===== config.mk =====
export PLATFORM = sky130hd
export DESIGN_NAME = pipeline_stage_regs
export DESIGN_NICKNAME = d
export VERILOG_FILES = /design/src/rtl/pipeline_stage_regs.sv
export SDC_FILE = /design/constraint.sdc
export NUM_CORES = 1
export LEC_CHECK = 0
export CORE_AREA = 2 2 280 282
export DETAILED_ROUTE_END_ITERATION = 16
export DIE_AREA = 0 0 282 284
export GPL_TIMING_DRIVEN = 0
export HOLD_SLACK_MARGIN = 0.03
export PLACE_DENSITY_LB_ADDON = 0.12
export SYNTH_ARGS = -nofsm -noshare
export SYNTH_HDL_FRONTEND = slang
export SYNTH_SLANG_ARGS = --single-unit

===== constraint.sdc =====
create_clock -name i_clk -period 0.9 [get_ports i_clk]
set_input_delay 0.135 -clock i_clk [delete_from_list [all_inputs] [get_ports i_clk]]
set_output_delay 0.135 -clock i_clk [all_outputs]
set_load 0.02 [all_outputs]

===== src/rtl/pipeline_stage_regs.sv =====
// pipeline_stage_regs: IF/ID, ID/EX and EX/MEM forward register banks of the 5-stage core.
// Every output is a flop; an asynchronous active-low reset clears all banks to NOP/bubble.
module pipeline_stage_regs #(
    parameter int DATA_W  = 32,
    parameter int RADDR_W = 5
) (
    input  logic               i_clk,
    input  logic               i_rst_n,
    input  logic               i_ifid_en,
    input  logic [DATA_W-1:0]  i_ifid_pc_d,
    input  logic [31:0]        i_ifid_instr_d,
    output logic [DATA_W-1:0]  o_ifid_pc_q,
    output logic [31:0]        o_ifid_instr_q,
    input  logic               i_idex_stall,
    input  logic [DATA_W-1:0]  i_idex_pc_d,
    input  logic [DATA_W-1:0]  i_idex_rs_data_d,
    input  logic [DATA_W-1:0]  i_idex_rt_data_d,
    input  logic [DATA_W-1:0]  i_idex_imm_d,
    input  logic [RADDR_W-1:0] i_idex_rs_addr_d,
    input  logic [RADDR_W-1:0] i_idex_rt_addr_d,
    input  logic [RADDR_W-1:0] i_idex_rd_addr_d,
    input  logic [31:0]        i_idex_instr_d,
    input  logic [9:0]         i_idex_ctrl_d,
    output logic [DATA_W-1:0]  o_idex_pc_q,
    output logic [DATA_W-1:0]  o_idex_rs_data_q,
    output logic [DATA_W-1:0]  o_idex_rt_data_q,
    output logic [DATA_W-1:0]  o_idex_imm_q,
    output logic [RADDR_W-1:0] o_idex_rs_addr_q,
    output logic [RADDR_W-1:0] o_idex_rt_addr_q,
    output logic [RADDR_W-1:0] o_idex_rd_addr_q,
    output logic [31:0]        o_idex_instr_q,
    output logic [9:0]         o_idex_ctrl_q,
    input  logic [DATA_W-1:0]  i_exmem_branch_addr_d,
    input  logic [DATA_W-1:0]  i_exmem_alu_res_d,
    input  logic [DATA_W-1:0]  i_exmem_rt_data_d,
    input  logic               i_exmem_zero_d,
    input  logic [RADDR_W-1:0] i_exmem_dest_addr_d,
    input  logic [5:0]         i_exmem_ctrl_d,
    output logic [DATA_W-1:0]  o_exmem_branch_addr_q,
    output logic [DATA_W-1:0]  o_exmem_alu_res_q,
    output logic [DATA_W-1:0]  o_exmem_rt_data_q,
    output logic               o_exmem_zero_q,
    output logic [RADDR_W-1:0] o_exmem_dest_addr_q,
    output logic [5:0]         o_exmem_ctrl_q
);
    logic [DATA_W-1:0]  r_ifid_pc;
    logic [31:0]        r_ifid_instr;
    logic [DATA_W-1:0]  r_idex_pc;
    logic [DATA_W-1:0]  r_idex_rs_data;
    logic [DATA_W-1:0]  r_idex_rt_data;
    logic [DATA_W-1:0]  r_idex_imm;
    logic [RADDR_W-1:0] r_idex_rs_addr;
    logic [RADDR_W-1:0] r_idex_rt_addr;
    logic [RADDR_W-1:0] r_idex_rd_addr;
    logic [31:0]        r_idex_instr;
    logic [9:0]         r_idex_ctrl;
    logic [DATA_W-1:0]  r_exmem_branch_addr;
    logic [DATA_W-1:0]  r_exmem_alu_res;
    logic [DATA_W-1:0]  r_exmem_rt_data;
    logic               r_exmem_zero;
    logic [RADDR_W-1:0] r_exmem_dest_addr;
    logic [5:0]         r_exmem_ctrl;
    logic [9:0]         w_idex_ctrl_next;

    // A stall only kills the controls; data still flows so forwarding sees consistent operands.
    assign w_idex_ctrl_next = i_idex_stall ? 10'd0 : i_idex_ctrl_d;

    always_ff @(posedge i_clk or negedge i_rst_n) begin
        if (!i_rst_n) begin
            r_ifid_pc    <= '0;
            r_ifid_instr <= '0;
        end else if (i_ifid_en) begin
            r_ifid_pc    <= i_ifid_pc_d;
            r_ifid_instr <= i_ifid_instr_d;
        end
    end

    always_ff @(posedge i_clk or negedge i_rst_n) begin
        if (!i_rst_n) begin
            r_idex_pc      <= '0;
            r_idex_rs_data <= '0;
            r_idex_rt_data <= '0;
            r_idex_imm     <= '0;
            r_idex_rs_addr <= '0;
            r_idex_rt_addr <= '0;
            r_idex_rd_addr <= '0;
            r_idex_instr   <= '0;
            r_idex_ctrl    <= '0;
        end else begin
            r_idex_pc      <= i_idex_pc_d;
            r_idex_rs_data <= i_idex_rs_data_d;
            r_idex_rt_data <= i_idex_rt_data_d;
            r_idex_imm     <= i_idex_imm_d;
            r_idex_rs_addr <= i_idex_rs_addr_d;
            r_idex_rt_addr <= i_idex_rt_addr_d;
            r_idex_rd_addr <= i_idex_rd_addr_d;
            r_idex_instr   <= i_idex_instr_d;
            r_idex_ctrl    <= w_idex_ctrl_next;
        end
    end

    always_ff @(posedge i_clk or negedge i_rst_n) begin
        if (!i_rst_n) begin
            r_exmem_branch_addr <= '0;
            r_exmem_alu_res     <= '0;
            r_exmem_rt_data     <= '0;
            r_exmem_zero        <= 1'b0;
            r_exmem_dest_addr   <= '0;
            r_exmem_ctrl        <= '0;
        end else begin
            r_exmem_branch_addr <= i_exmem_branch_addr_d;
            r_exmem_alu_res     <= i_exmem_alu_res_d;
            r_exmem_rt_data     <= i_exmem_rt_data_d;
            r_exmem_zero        <= i_exmem_zero_d;
            r_exmem_dest_addr   <= i_exmem_dest_addr_d;
            r_exmem_ctrl        <= i_exmem_ctrl_d;
        end
    end

    assign o_ifid_pc_q           = r_ifid_pc;
    assign o_ifid_instr_q        = r_ifid_instr;
    assign o_idex_pc_q           = r_idex_pc;
    assign o_idex_rs_data_q      = r_idex_rs_data;
    assign o_idex_rt_data_q      = r_idex_rt_data;
    assign o_idex_imm_q          = r_idex_imm;
    assign o_idex_rs_addr_q      = r_idex_rs_addr;
    assign o_idex_rt_addr_q      = r_idex_rt_addr;
    assign o_idex_rd_addr_q      = r_idex_rd_addr;
    assign o_idex_instr_q        = r_idex_instr;
    assign o_idex_ctrl_q         = r_idex_ctrl;
    assign o_exmem_branch_addr_q = r_exmem_branch_addr;
    assign o_exmem_alu_res_q     = r_exmem_alu_res;
    assign o_exmem_rt_data_q     = r_exmem_rt_data;
    assign o_exmem_zero_q        = r_exmem_zero;
    assign o_exmem_dest_addr_q   = r_exmem_dest_addr;
    assign o_exmem_ctrl_q        = r_exmem_ctrl;
endmodule


==> out/summary.txt <==
Run status: finished with violations
Violated checks: negative hold slack, negative setup slack
Starting Density: 13.1%
First-pass iteration count of the detailed router: 3
Power Internal: 33.0 mW
Switching power share of the total: 25.0%
Part of the cycle the worst path needs: 143%
Via count: 7984
Area added between synthesis and finish: 137%
Hold slack: -524 ps
Maximum number of pins on one net before global-route repair: 103
Source-to-sink clock delay at the later pin of the worst-skew pair: 570 ps
Worst slew slack as a fraction of its limit: 58.8%
Crit path time final: 1290 ps
Total congestion overflow: 0
Average wire length per cell after detail routing: 16.6 um
Wire length of the first global-routing pass: 62.3 mm
Floorplan die width: 282 um
Crit-path max cell delay: 420 ps
Synthesized Nets: 799
Max capacitance violation total: 0
Cell Pwr Density: 1840 mW/mm2
Kind of launch point of the worst setup path: register
Vias in the first global route: 9404
Proportion of layout cells with a drive suffix above 1: 34.9%
Antenna-violating nets left: 0
Synthesized area per cell: 23.0 um2
Clock tree from TritonCTS: built
Sw Pwr: 11.0 mW
Required @ worst endpoint: 760 ps
Sequential element share of the synthesized area: 88.7%
HP Class: input port to asynchronous set/reset pin
Vertical die dimension: 284 um
Clock root buffer: sky130_fd_sc_hd__clkbuf_16
Antenna violations before repair: 3
Slowest stage cell on the critical path: sky130_fd_sc_hd__dfrtp_1
Least-Margin Pin Slew: 618 ps
Count of nets after finishing: 1890
I/O Buffers: 716
Worst setup path class: register to output pin
Setup repair after global routing missed its margin: yes
Setup Slack @ Placement: -697 ps
Clock transition at path regs: 60 ps
Clock group share of total power: 42.7%
Post-synth design cell area: 0.0101 mm2
Number of levels in the clock H-tree: 2
Filler cells: 7706
Area of the placeable core: 0.0770 mm2
Bufs on Longest Clock Path: 3
CP Max Fanout: 1
Count of yosys warnings during synthesis: 0
Final weighted congestion in routability-driven placement: 0.732
Final count of hold timing violations: 136
Worst setup path startpoint: o_exmem_branch_addr_q[12]
Detailed Route WL: 43.2 mm
Synthesized instance count: 438
Total routing resource utilization after global routing: 10.6%
Count of different cell masters after synthesis: 6
Standby leakage power: 10.6 nW
Achievable Freq: 775 MHz
Final-report setup violation count: 364
Final count of pins violating max slew: 0
Launch point of the worst reg-to-reg path: o_ifid_pc_q[24]
Area of the die: 0.0801 mm2
Critical path, cell by cell: buf_6
Seq cells post-synth: 357
CP Capture Type: output pin
Sequential cell fraction of total power: 40.0%
Combinational Power Share: 17.4%
Violation count after the first detailed-routing iteration: 115
Via count normalized by instance count: 3.06
Min setup slack post-route: -390 ps
Critical path arrival: 1150 ps
Max VDD drop: 1.18 mV
Cts bufs inserted: 46
WP buf/inv: 1
Row cnt: 102
Detail Placement HPWL: 32.4 mm
Worst-case clock skew: 0 ps
Cell family contributing the most delay on the critical path: flip-flops
Sinks on Clock Net: 357
I/O pin count: 718
Number of remaining DRC errors: 0
## cell type report
type                    instances  area (um2)  share of cell area [%]
clock inverters                14         181                   0.759
well taps                    1040        1300                    5.45
flip-flops and latches        357        8930                    37.4
plain buffers                   7         131                   0.550
repair buffers               1043       10900                    45.8
clock buffers                  71        1390                    5.80
diodes                          1        2.50                  0.0105
multi-input cells              74        1010                    4.22
## stage by stage
stage | std cells | instance area, um2 | total power, mW | TNS [ps] | utilization, %
6_report | 2607 | 23900 | 44.0 | -115070 | 31.0
3_5_place_dp | 2197 | 18600 | 23.8 | -161380 | 24.2
5_1_grt | 2606 | 23900 | 46.1 | -138330 | 31.0
3_3_place_gp | 2194 | 18500 | 23.7 | -6244310 | 24.1
2_1_floorplan | 438 | 10100 | 19.5 | 0 | -
4_1_cts | 2596 | 23700 | 44.9 | -136650 | 30.8
## cells in the final DEF (no fill, tap or decap)
cell type | Yosys | layout
sky130_fd_sc_hd__buf_12 | 6 | 6
sky130_fd_sc_hd__buf_16 | 0 | 3
sky130_fd_sc_hd__buf_4 | 0 | 18
sky130_fd_sc_hd__buf_6 | 1 | 380
sky130_fd_sc_hd__buf_8 | 0 | 1
sky130_fd_sc_hd__bufbuf_16 | 0 | 1
sky130_fd_sc_hd__bufinv_16 | 0 | 2
sky130_fd_sc_hd__clkbuf_1 | 0 | 11
sky130_fd_sc_hd__clkbuf_16 | 0 | 46
sky130_fd_sc_hd__clkbuf_8 | 0 | 14
sky130_fd_sc_hd__clkdlybuf4s50_1 | 0 | 358
sky130_fd_sc_hd__clkinv_16 | 0 | 1
sky130_fd_sc_hd__clkinv_2 | 0 | 5
sky130_fd_sc_hd__clkinv_4 | 0 | 2
sky130_fd_sc_hd__clkinv_8 | 0 | 2
sky130_fd_sc_hd__clkinvlp_4 | 0 | 1
sky130_fd_sc_hd__dfrtp_1 | 357 | 357
sky130_fd_sc_hd__diode_2 | 0 | 1
sky130_fd_sc_hd__dlygate4sd3_1 | 0 | 283
sky130_fd_sc_hd__inv_6 | 0 | 1
sky130_fd_sc_hd__mux2_2 | 4 | 4
sky130_fd_sc_hd__mux2_4 | 60 | 60
sky130_fd_sc_hd__nor2b_1 | 10 | 10
## metal layers
layer	track usage, %	share of wire, %
met2	19.7	55
met1	10.4	33
met5	0	0.062
met3	4.41	9.8
met4	3.55	2.7
## synth_stat cells
master / number / share of area (%)
sky130_fd_sc_hd__dfrtp_1: 357 / 89
sky130_fd_sc_hd__mux2_4: 60 / 8.9
sky130_fd_sc_hd__nor2b_1: 10 / 0.62
sky130_fd_sc_hd__buf_12: 6 / 1.2
sky130_fd_sc_hd__mux2_2: 4 / 0.45
sky130_fd_sc_hd__buf_6: 1 / 0.11
## sequential cells by signal, indices dropped and copies added, names as in the netlist
signal and flops:
o_exmem_alu_res_q 32, o_exmem_branch_addr_q 32, o_exmem_ctrl_q 6, o_exmem_dest_addr_q 5
o_exmem_rt_data_q 32, o_exmem_zero_q 1, o_idex_ctrl_q 10, o_idex_imm_q 32
o_idex_instr_q 32, o_idex_pc_q 32, o_idex_rd_addr_q 5, o_idex_rs_addr_q 5
o_idex_rs_data_q 32, o_idex_rt_addr_q 5, o_idex_rt_data_q 32, o_ifid_instr_q 32
o_ifid_pc_q 32
## power by group through the flow
stage | clock, mW | combinational [mW] | sequential [mW]
floorplan | 0 | 0.600 | 18.9
global placement | 0 | 5.99 | 17.7
detailed placement | 0 | 6.16 | 17.6
CTS | 19.6 | 7.69 | 17.5
global route | 20.3 | 8.08 | 17.7
finish | 18.8 | 7.64 | 17.6
## what timing repair did
action,in CTS,in global routing
setup buffers,31,19
hold endpoints to repair,425,123
gates resized for setup,2231,22
cloned,1,0
endpoints found under the setup margin,432,389
hold buffers,282,2
## final timing paths
check                                                 end  slack [ps]  depth (start not counted)
max in group asynchronous                o_idex_imm_q[17]         170                          3
worst min-delay path                o_exmem_alu_res_q[22]        -520                          1
min in group i_clk                   o_idex_rt_data_q[14]          70                          1
worst max-delay path            o_exmem_branch_addr_q[12]        -390                          1
worst max register to register            o_ifid_pc_q[24]         -80                          3
worst min register to register            o_ifid_pc_q[14]         530                          1
## cells by family (layout without fill, tap and decap cells)
logic type    after synthesis  count (layout)  synth area share [%]
flops                     357             357                  88.7
simple gates               10              10                 0.621
buf+inv                     7            1135                  1.30
other cells                 0               1                     0
mux                        64              64                  9.39
Power figures use the tool's default switching activity.
